[src/rtl/i2s_rx_fblk_reader.sv]
// I2S Rx frame-block reader.
// On each accepted frame-start pulse, sweeps the sample RAM read port over
// addresses 0..2^ADDR_W-1 and streams the returned words out through a small
// output buffer. Reads are credit-limited so the buffer can never overflow.
//
// state    | meaning
// ---------+----------------------------------------------------------
// ST_IDLE  | waiting for f_start_i with enable_i high
// ST_READ  | issuing RAM reads while buffer credit is available
// ST_DRAIN | last address issued; waiting for buffer and RAM pipe to empty
`timescale 1ns/1ps
module i2s_rx_fblk_reader #(
   parameter int ADDR_W     = 10,
   parameter int DATA_W     = 16,
   parameter int FIFO_DEPTH = 4
) (
   input  logic              WBs_CLK_i,
   input  logic              WBs_RST_i,
   input  logic              enable_i,
   input  logic              f_start_i,
   input  logic              ovr_clr_i,
   output logic [ADDR_W-1:0] ram_raddr_o,
   output logic              ram_rd_en_o,
   input  logic [DATA_W-1:0] ram_rd_data_i,
   output logic [DATA_W-1:0] smp_data_o,
   output logic              smp_valid_o,
   output logic              smp_last_o,
   input  logic              smp_ready_i,
   output logic              busy_o,
   output logic              frame_done_o,
   output logic              overrun_o,
   output logic [15:0]       frame_cnt_o
);

   localparam int PTR_W = $clog2(FIFO_DEPTH);
   localparam int CNT_W = PTR_W + 1;
   localparam logic [ADDR_W-1:0] LAST_ADDR = '1;

   typedef enum logic [1:0] {
      ST_IDLE  = 2'd0,
      ST_READ  = 2'd1,
      ST_DRAIN = 2'd2
   } state_t;

   state_t              r_state;
   logic [ADDR_W-1:0]   r_rd_addr;
   logic                r_inflight;
   logic                r_inflight_last;
   logic                r_frame_done;
   logic                r_overrun;
   logic [15:0]         r_frame_cnt;

   logic [DATA_W-1:0]   r_fifo_data [FIFO_DEPTH];
   logic [FIFO_DEPTH-1:0] r_fifo_last;
   logic [PTR_W-1:0]    r_wr_ptr;
   logic [PTR_W-1:0]    r_rd_ptr;
   logic [CNT_W-1:0]    r_count;

   logic [CNT_W:0]      w_occupancy;
   logic                w_issue;
   logic                w_valid;
   logic                w_push;
   logic                w_pop;
   logic [CNT_W-1:0]    w_count_nxt;
   logic                w_abort;
   logic                w_start_ok;
   logic                w_ovr_set;
   logic                w_drain_done;

   // Words already buffered plus the one in the RAM pipe must leave room
   // for the word about to be requested.
   assign w_occupancy  = {1'b0, r_count} + {{CNT_W{1'b0}}, r_inflight};
   assign w_issue      = (r_state == ST_READ) &&
                         (w_occupancy < (CNT_W+1)'(FIFO_DEPTH));
   assign w_valid      = (r_count != '0);
   assign w_push       = r_inflight;
   assign w_pop        = w_valid & smp_ready_i;
   assign w_count_nxt  = r_count + CNT_W'(w_push) - CNT_W'(w_pop);
   assign w_abort      = (r_state != ST_IDLE) && !enable_i;
   assign w_start_ok   = (r_state == ST_IDLE) && f_start_i && enable_i;
   assign w_ovr_set    = (r_state != ST_IDLE) && f_start_i;
   // Leave DRAIN on the edge that empties the pipe so that busy_o drops in
   // the same cycle frame_done_o pulses.
   assign w_drain_done = (r_state == ST_DRAIN) && !r_inflight &&
                         (w_count_nxt == '0);

   assign ram_raddr_o  = r_rd_addr;
   assign ram_rd_en_o  = w_issue;
   assign smp_valid_o  = w_valid;
   assign smp_data_o   = w_valid ? r_fifo_data[r_rd_ptr] : '0;
   assign smp_last_o   = w_valid & r_fifo_last[r_rd_ptr];
   assign busy_o       = (r_state != ST_IDLE);
   assign frame_done_o = r_frame_done;
   assign overrun_o    = r_overrun;
   assign frame_cnt_o  = r_frame_cnt;

   // Frame sequencing: address sweep, RAM pipe tracking, done pulse.
   always_ff @(posedge WBs_CLK_i) begin
      if (!WBs_RST_i) begin
         r_state         <= ST_IDLE;
         r_rd_addr       <= '0;
         r_inflight      <= 1'b0;
         r_inflight_last <= 1'b0;
         r_frame_done    <= 1'b0;
      end else begin
         r_frame_done    <= 1'b0;
         r_inflight      <= w_issue && !w_abort;
         r_inflight_last <= (r_rd_addr == LAST_ADDR);
         case (r_state)
            ST_IDLE: begin
               if (w_start_ok) begin
                  r_state   <= ST_READ;
                  r_rd_addr <= '0;
               end
            end
            ST_READ: begin
               if (w_abort) begin
                  r_state <= ST_IDLE;
               end else if (w_issue) begin
                  r_rd_addr <= r_rd_addr + ADDR_W'(1);
                  if (r_rd_addr == LAST_ADDR) begin
                     r_state <= ST_DRAIN;
                  end
               end
            end
            ST_DRAIN: begin
               if (w_abort) begin
                  r_state <= ST_IDLE;
               end else if (w_drain_done) begin
                  r_state      <= ST_IDLE;
                  r_frame_done <= 1'b1;
               end
            end
            default: r_state <= ST_IDLE;
         endcase
      end
   end

   // Output buffer pointers and occupancy; an abort flushes everything.
   always_ff @(posedge WBs_CLK_i) begin
      if (!WBs_RST_i || w_abort) begin
         r_wr_ptr <= '0;
         r_rd_ptr <= '0;
         r_count  <= '0;
      end else begin
         if (w_push) begin
            r_wr_ptr <= r_wr_ptr + PTR_W'(1);
         end
         if (w_pop) begin
            r_rd_ptr <= r_rd_ptr + PTR_W'(1);
         end
         r_count <= w_count_nxt;
      end
   end

   // Buffer storage; stale entries are harmless since the pointers gate them.
   always_ff @(posedge WBs_CLK_i) begin
      if (w_push) begin
         r_fifo_data[r_wr_ptr] <= ram_rd_data_i;
         r_fifo_last[r_wr_ptr] <= r_inflight_last;
      end
   end

   // Frame counter and sticky overrun flag (a new overrun beats a clear).
   always_ff @(posedge WBs_CLK_i) begin
      if (!WBs_RST_i) begin
         r_frame_cnt <= '0;
         r_overrun   <= 1'b0;
      end else begin
         if (w_start_ok) begin
            r_frame_cnt <= r_frame_cnt + 16'd1;
         end
         if (w_ovr_set) begin
            r_overrun <= 1'b1;
         end else if (ovr_clr_i) begin
            r_overrun <= 1'b0;
         end
      end
   end

endmodule

[config.mk]
export PLATFORM = sky130hd
export DESIGN_NAME = i2s_rx_fblk_reader
export DESIGN_NICKNAME = d
export VERILOG_FILES = /design/src/rtl/i2s_rx_fblk_reader.sv
export SDC_FILE = /design/constraint.sdc
export NUM_CORES = 1
export LEC_CHECK = 0
export CAP_MARGIN = 20
export CORE_ASPECT_RATIO = 1.75
export CORE_UTILIZATION = 39
export CTS_BUF_LIST = sky130_fd_sc_hd__clkbuf_8
export CTS_CLUSTER_SIZE = 14
export DETAILED_ROUTE_END_ITERATION = 7
export HOLD_SLACK_MARGIN = 0.12
export PLACE_DENSITY_LB_ADDON = 0.3
export SYNTH_ARGS = -nofsm -noshare
export SYNTH_HDL_FRONTEND = slang
export SYNTH_SLANG_ARGS = --single-unit
[constraint.sdc]
create_clock -name WBs_CLK_i -period 2.88 [get_ports WBs_CLK_i]
set_input_delay 0.576 -clock WBs_CLK_i [delete_from_list [all_inputs] [get_ports WBs_CLK_i]]
set_output_delay 0.576 -clock WBs_CLK_i [all_outputs]
set_load 0.05 [all_outputs]
Yosys cells after proc, flatten, opt, wreduce, memory -nomap -nowiden
Memory sizes are Yosys's and may differ from the RTL's. A register that Yosys moved wholly into a read port is not among the register bits. Index checks and enable logic that the tools add are counted.

$add $sub $neg: 7. Equal/unequal tests: 9. Mux-type cells: 24. Reduce and logical (&&, ||, !) cells: 23. Bitwise logic cells: 4. $lt $le $gt $ge: 4.

Operators by type and width (number): 10-bit two-way mux (3); 10-bit one-hot mux with 2 select lines (1); 16-bit by 1-bit adder with 16-bit output, second input constant (1); 16-bit two-way mux (1); 2-bit two-way mux (8); 10-bit by 1-bit adder with 10-bit output, second input constant (1); 10-bit == test, second input constant (1); 1-bit logical AND (9); 4-bit AND reduction (2); 1-bit two-way mux (7); 2-bit by 3-bit less-than comparator with 1-bit output, second input constant (2); 2-bit != test, second input constant (3); 3-bit != test, second input constant (2); 2-bit one-hot mux with 3 select lines (1); 2-bit nonzero test (3); 2-bit by 1-bit adder with 2-bit output, second input constant (2); 3-bit by 1-bit adder with 4-bit output (1); 4-bit bitwise mux (1); 1-bit logical NOT (4); 4-bit by 3-bit less-than comparator with 1-bit output, second input constant (1); 3-bit by 1-bit adder with 3-bit output (1); 3-bit logical NOT (1); 3-bit by 2-bit != test with 1-bit output, second input constant (1); 3-bit nonzero test (1); other kinds (11) (13).

Logic and storage cells: 83. RAM bits: 64. Input bits: 22. Memories: 1. Bits in registers: 43.

Memories: r_fifo_data (words 4, width 16, read ports 1, clocked after Yosys merged registers in 1, wr ports 1, line 53) `logic [DATA_W-1:0] r_fifo_data [FIFO_DEPTH];`.

Longest topological paths before layout
Word-level depth: 8. Gate-level depth with buffers: 12. Depth with buffers taken out: 11.

Least setup slack after synthesis
OpenSTA, ideal clock, no wires.

Path kind: reg2reg. Start point: register r_count[1]. End point: register r_frame_done (netlist: frame_done_o). Buffers on the path: 1. Cell stages (with the launch flop): 12. Required time: 2.784 ns. Setup slack: 0.401 ns. Period minus slack after synthesis: 2.479 ns. Library setup time: 0.096 ns. Data arrival time: 2.382 ns. Cell sequence: dfxtp_1 or3_1 clkbuf_1 and2_1 ha_1 inv_1 ha_1 inv_1 fa_1 xnor2_1 nand3_1 nor4b_1.

Word-level cells in the longest chain between the ends: 6. Elaborated cells on any way between the ends: 7. Classes of those cells: add/sub: 2; mux: 1; bitwise: 1; reduce/logical: 3.

Ends and longest elaborated chain: from (decl) (line 57) `logic [CNT_W-1:0] r_count;`; from (signal assigned) (line 152) `r_count <= w_count_nxt;`; 3-bit nonzero test (line 75) `assign w_valid = (r_count != '0);`; 1-bit bitwise AND (line 77) `assign w_pop = w_valid & smp_ready_i;`; net w_pop (line 63) `logic w_pop;`; 3-bit by 1-bit subtractor with 3-bit output (line 78) `assign w_count_nxt = r_count + CNT_W'(w_push) - CNT_W'(w_pop);`; 3-bit logical NOT (line 85) `(w_count_nxt == '0);`; 1-bit logical AND (line 84) `assign w_drain_done = (r_state == ST_DRAIN) && !r_inflight &&`; 1-bit two-way mux (line 129) `end else if (w_drain_done) begin`; to (signal assigned) (line 104) `r_frame_done <= 1'b0;`; to (signal assigned) (line 106) `r_frame_done <= 1'b0;`; to (signal assigned) (line 131) `r_frame_done <= 1'b1;`; to (decl) (line 49) `logic r_frame_done;`.

The timed path passes the listed nets, and every way through them passes these cells. A chain may end at the register's enable or synchronous reset.

Worst setup path after layout
Start point: register r_count[1]. End point: output port smp_valid_o.

Word-level cells in the longest chain between the ends: 1.

Ends and longest elaborated chain: 3-bit nonzero test (line 75); to (decl) (line 26) `output logic smp_valid_o,`.

No other way between the ends.

==> metrics.yaml <==
status:
  status: "complete, but fails checks"
  failed_checks: "DRC"
clocking:
  cts-root-buf: "clkbuf_8"
  cts_buffers: 9
  cts_tree: "built"
  post_cts_buffers: 0
  path_clk_slew_ps: 110
  clk_latency_ps: 370
  clock-sinks: 109
  h-tree-depth: 3
  cts_max_path_buffers: 2
logic_synthesis:
  synth-simple-area-share_pct: 15.9
  ys_ff_latch: 109
  synth_top_family_by_area: "simple AND/OR/NAND/NOR gates"
  syn-instance-count: 329
  synth_seq_area_share_pct: 62.7
  synth_xor_area_share_pct: 2.68
  synth_compound_area_share_pct: 4.41
  syn-num-nets: 361
  yosys_warnings: 0
  synthAdderAreaFrac_pct: 2.90
  synthMuxAreaShare_pct: 9.04
  syn_area_mm2: 0.00457
  synth_cell_types: 42
  syn_avg_cell_area_um2: 13.9
sta:
  slew_headroom_pct: 38.3
  finalSetupTns_ps: 0
  rsz0062_at_grt: "false"
  finalWorstSetupSlack_ps: 260
  fin_crit_sh_pct: 91.0
  hold_violations: 0
  worst_clock_skew_ps: 19.4
  setup_viol: 0
  final.min_clock_period_ps: 2620
  final_max_slew_viol_count: 0
  worst_slew_pin_slew_ps: 926
  fmax_mhz: 382
grt:
  grt.total_usage_pct: 14.9
  gr-total-overflow: 0
  grt_pass1_vias: 2837
  antenna_found_initial: 0
  grt_pass1_wl_um: 14100
  grt_max_degree: 24
finish:
  syn2layout_area_growth_pct: 21.8
  mostFrequentLayoutCell: "edfxtp_1"
  instances_no_fill: 540
  drive_above_1_share_pct: 15.7
  final_core_util_pct: 49.3
  diodes: 0
  nets: 435
  final_cell_mix: "edfxtp_1 (68), clkdlybuf4s50_1 (51), dfxtp_1 (41)"
power:
  pwr-share-comb_pct: 36.1
  seq_power_share_pct: 41.9
  power.net_switching_mw: 1.56
  power_density_mw_per_mm2: 748
  swShare_pct: 37.6
  p_leak_nw: 1.90
  ir_worst_vdd_v: 0.000302
  internal_power_mw: 2.60
  power_frac_clock_pct: 22.0
job:
  maxCapViolCount: 0
place:
  gp_routability_congestion: 0.756
  hpwlAfterDp_um: 5760
  post-place-ws_ps: 94.5
  placed_cells: 524
  numPortBuffers: 69
critical_path:
  worst-r2r-setup-slack_ps: 340
  required_ps: 2300
  rr_startpoint: "r_count[1]"
  cp-startpoint: "r_count[1]"
  worstSetupPathType: "reg2out"
  startpoint_type: "flop"
  cp.arrival_ps: 2040
  worstSetupEndpoint: "smp_valid_o"
  cp-end-kind: "primary output"
  cp_max_fo: 19
  ff2ff_path_depth: 10
  reg2reg_to: "frame_done_o"
routing:
  num_vias: 2822
  wl_um: 8530
  dr.pass1.iters: 6
  avgRoutedWirePerCell_um: 15.8
  vias_per_cell: 5.23
  drc_errors: 13
  ant_nets: 0
  drtIter0Drc: 105
worst_hold_path:
  hold_class: "reg2reg"
floorplanning:
  io_pins: 70
  start_util_pct: 40.4
  dieArea_mm2: 0.0122
  core_region_area_mm2: 0.0113
  die_height_um: 145
  die_w_um: 83.8
  std_cell_rows: 51
==> timing repair <==
item | in CTS | in global routing
gates resized for setup | 0 | 1
hold buffers | 0 | 0
setup endpoints to repair | 0 | 1
==> area by class of cell <==
class	instances	area, um2
clock inverter	7	72.6
clock buffer	9	124
tap	132	165
inverter	11	41.3
timing repair buffer	76	703
multi-input combinational	196	1590
fill	1002	5730
sequential	109	2860
==> per-layer routing <==
layer	up-vias	part of all wire, %	GRT usage [%]
met4	0	1.8	6.12
li1	1370	-	-
met1	1368	42	17.2
met5	-	0	0
met3	11	4.1	4.27
met2	73	52	25.5
==> flip-flops by register name, summed over array words and instances (netlist names), named ones only <==
signal / flops
frame_cnt_o: 16
frame_done_o: 1
overrun_o: 1
r_count: 3
r_fifo_data: 64
r_fifo_last: 4
r_inflight: 1
r_inflight_last: 1
r_rd_ptr: 2
r_state: 2
r_wr_ptr: 2
ram_raddr_o: 10
==> Yosys cell counts <==
library cell	number	area, um2
nor4_1	2	12.5
fa_1	1	20.0
o211ai_1	1	7.51
o21ai_0	4	20.0
nand4_4	1	21.3
inv_1	11	41.3
and3_1	3	18.8
nand4bb_1	1	11.3
xor2_1	4	35.0
nand3_1	10	50.1
mux2i_1	3	30.0
dfxtp_1	41	821
o2111ai_1	1	8.76
o21ai_1	1	5.00
nand2_1	17	63.8
or2_2	1	6.26
clkbuf_1	7	26.3
nor2_1	22	82.6
nand4_1	4	25.0
nor3_1	5	25.0
mux4_2	17	383
or4_1	8	60.1
buf_6	2	22.5
buf_2	4	20.0
nand2b_1	4	25.0
and2_1	24	150
and2b_1	1	7.51
edfxtp_1	68	2040
o31ai_1	8	60.1
and4_4	1	11.3
and3b_1	1	8.76
xnor2_1	10	87.6
a211oi_4	1	20.0
and4_1	2	17.5
nand4b_1	2	17.5
or3_1	5	31.3
nor4b_1	1	8.76
a21oi_1	16	80.1
ha_1	9	113
and4bb_2	1	12.5
nor4_4	2	42.5
nand3b_1	2	15.0
==> power by group through the flow <==
stage / clock, mW / combinational [mW] / sequential, mW
floorplan: 0 / 1.11 / 1.78
finish: 0.915 / 1.50 / 1.74
global placement: 0 / 1.52 / 1.78
detailed placement: 0 / 1.53 / 1.78
global route: 1.02 / 1.62 / 1.75
CTS: 0.952 / 1.53 / 1.75
==> cells by family (layout without fill, tap and decap cells) <==
| group | count (synthesis) | count (layout) |
|---|---|---|
| flops | 109 | 109 |
| buf+inv | 24 | 103 |
| mux | 20 | 20 |
| simple gates | 120 | 120 |
| fa+ha+maj | 10 | 10 |
| xor+xnor | 14 | 14 |
| compound gates | 32 | 32 |
==> per-stage QoR <==
stage	power [mW]	instance area [um2]	hold WS, ps
floorplan	2.89	4570	438
global placement	3.30	5360	460
detailed placement	3.31	5360	466
CTS	4.23	5560	488
global route	4.40	5560	514
finish	4.16	5560	488
==> how the worst min path moves through the flow <==
| stage | start | endpoint | depth (start not counted) |
|---|---|---|---|
| floorplan | r_inflight_last | r_fifo_last[0] | 0 |
| global placement | r_inflight_last | r_fifo_last[2] | 0 |
| detailed placement | overrun_o | overrun_o | 2 |
| CTS | overrun_o | overrun_o | 2 |
| global route | overrun_o | overrun_o | 2 |
| finish | overrun_o | overrun_o | 2 |
==> critical path, cell delays in order (launching register included) <==
cell and delay (ps):
dfxtp_1 370, or3_1 380, buf_4 210, clkdlybuf4s50_1 710
Power figures use the tool's default switching activity.
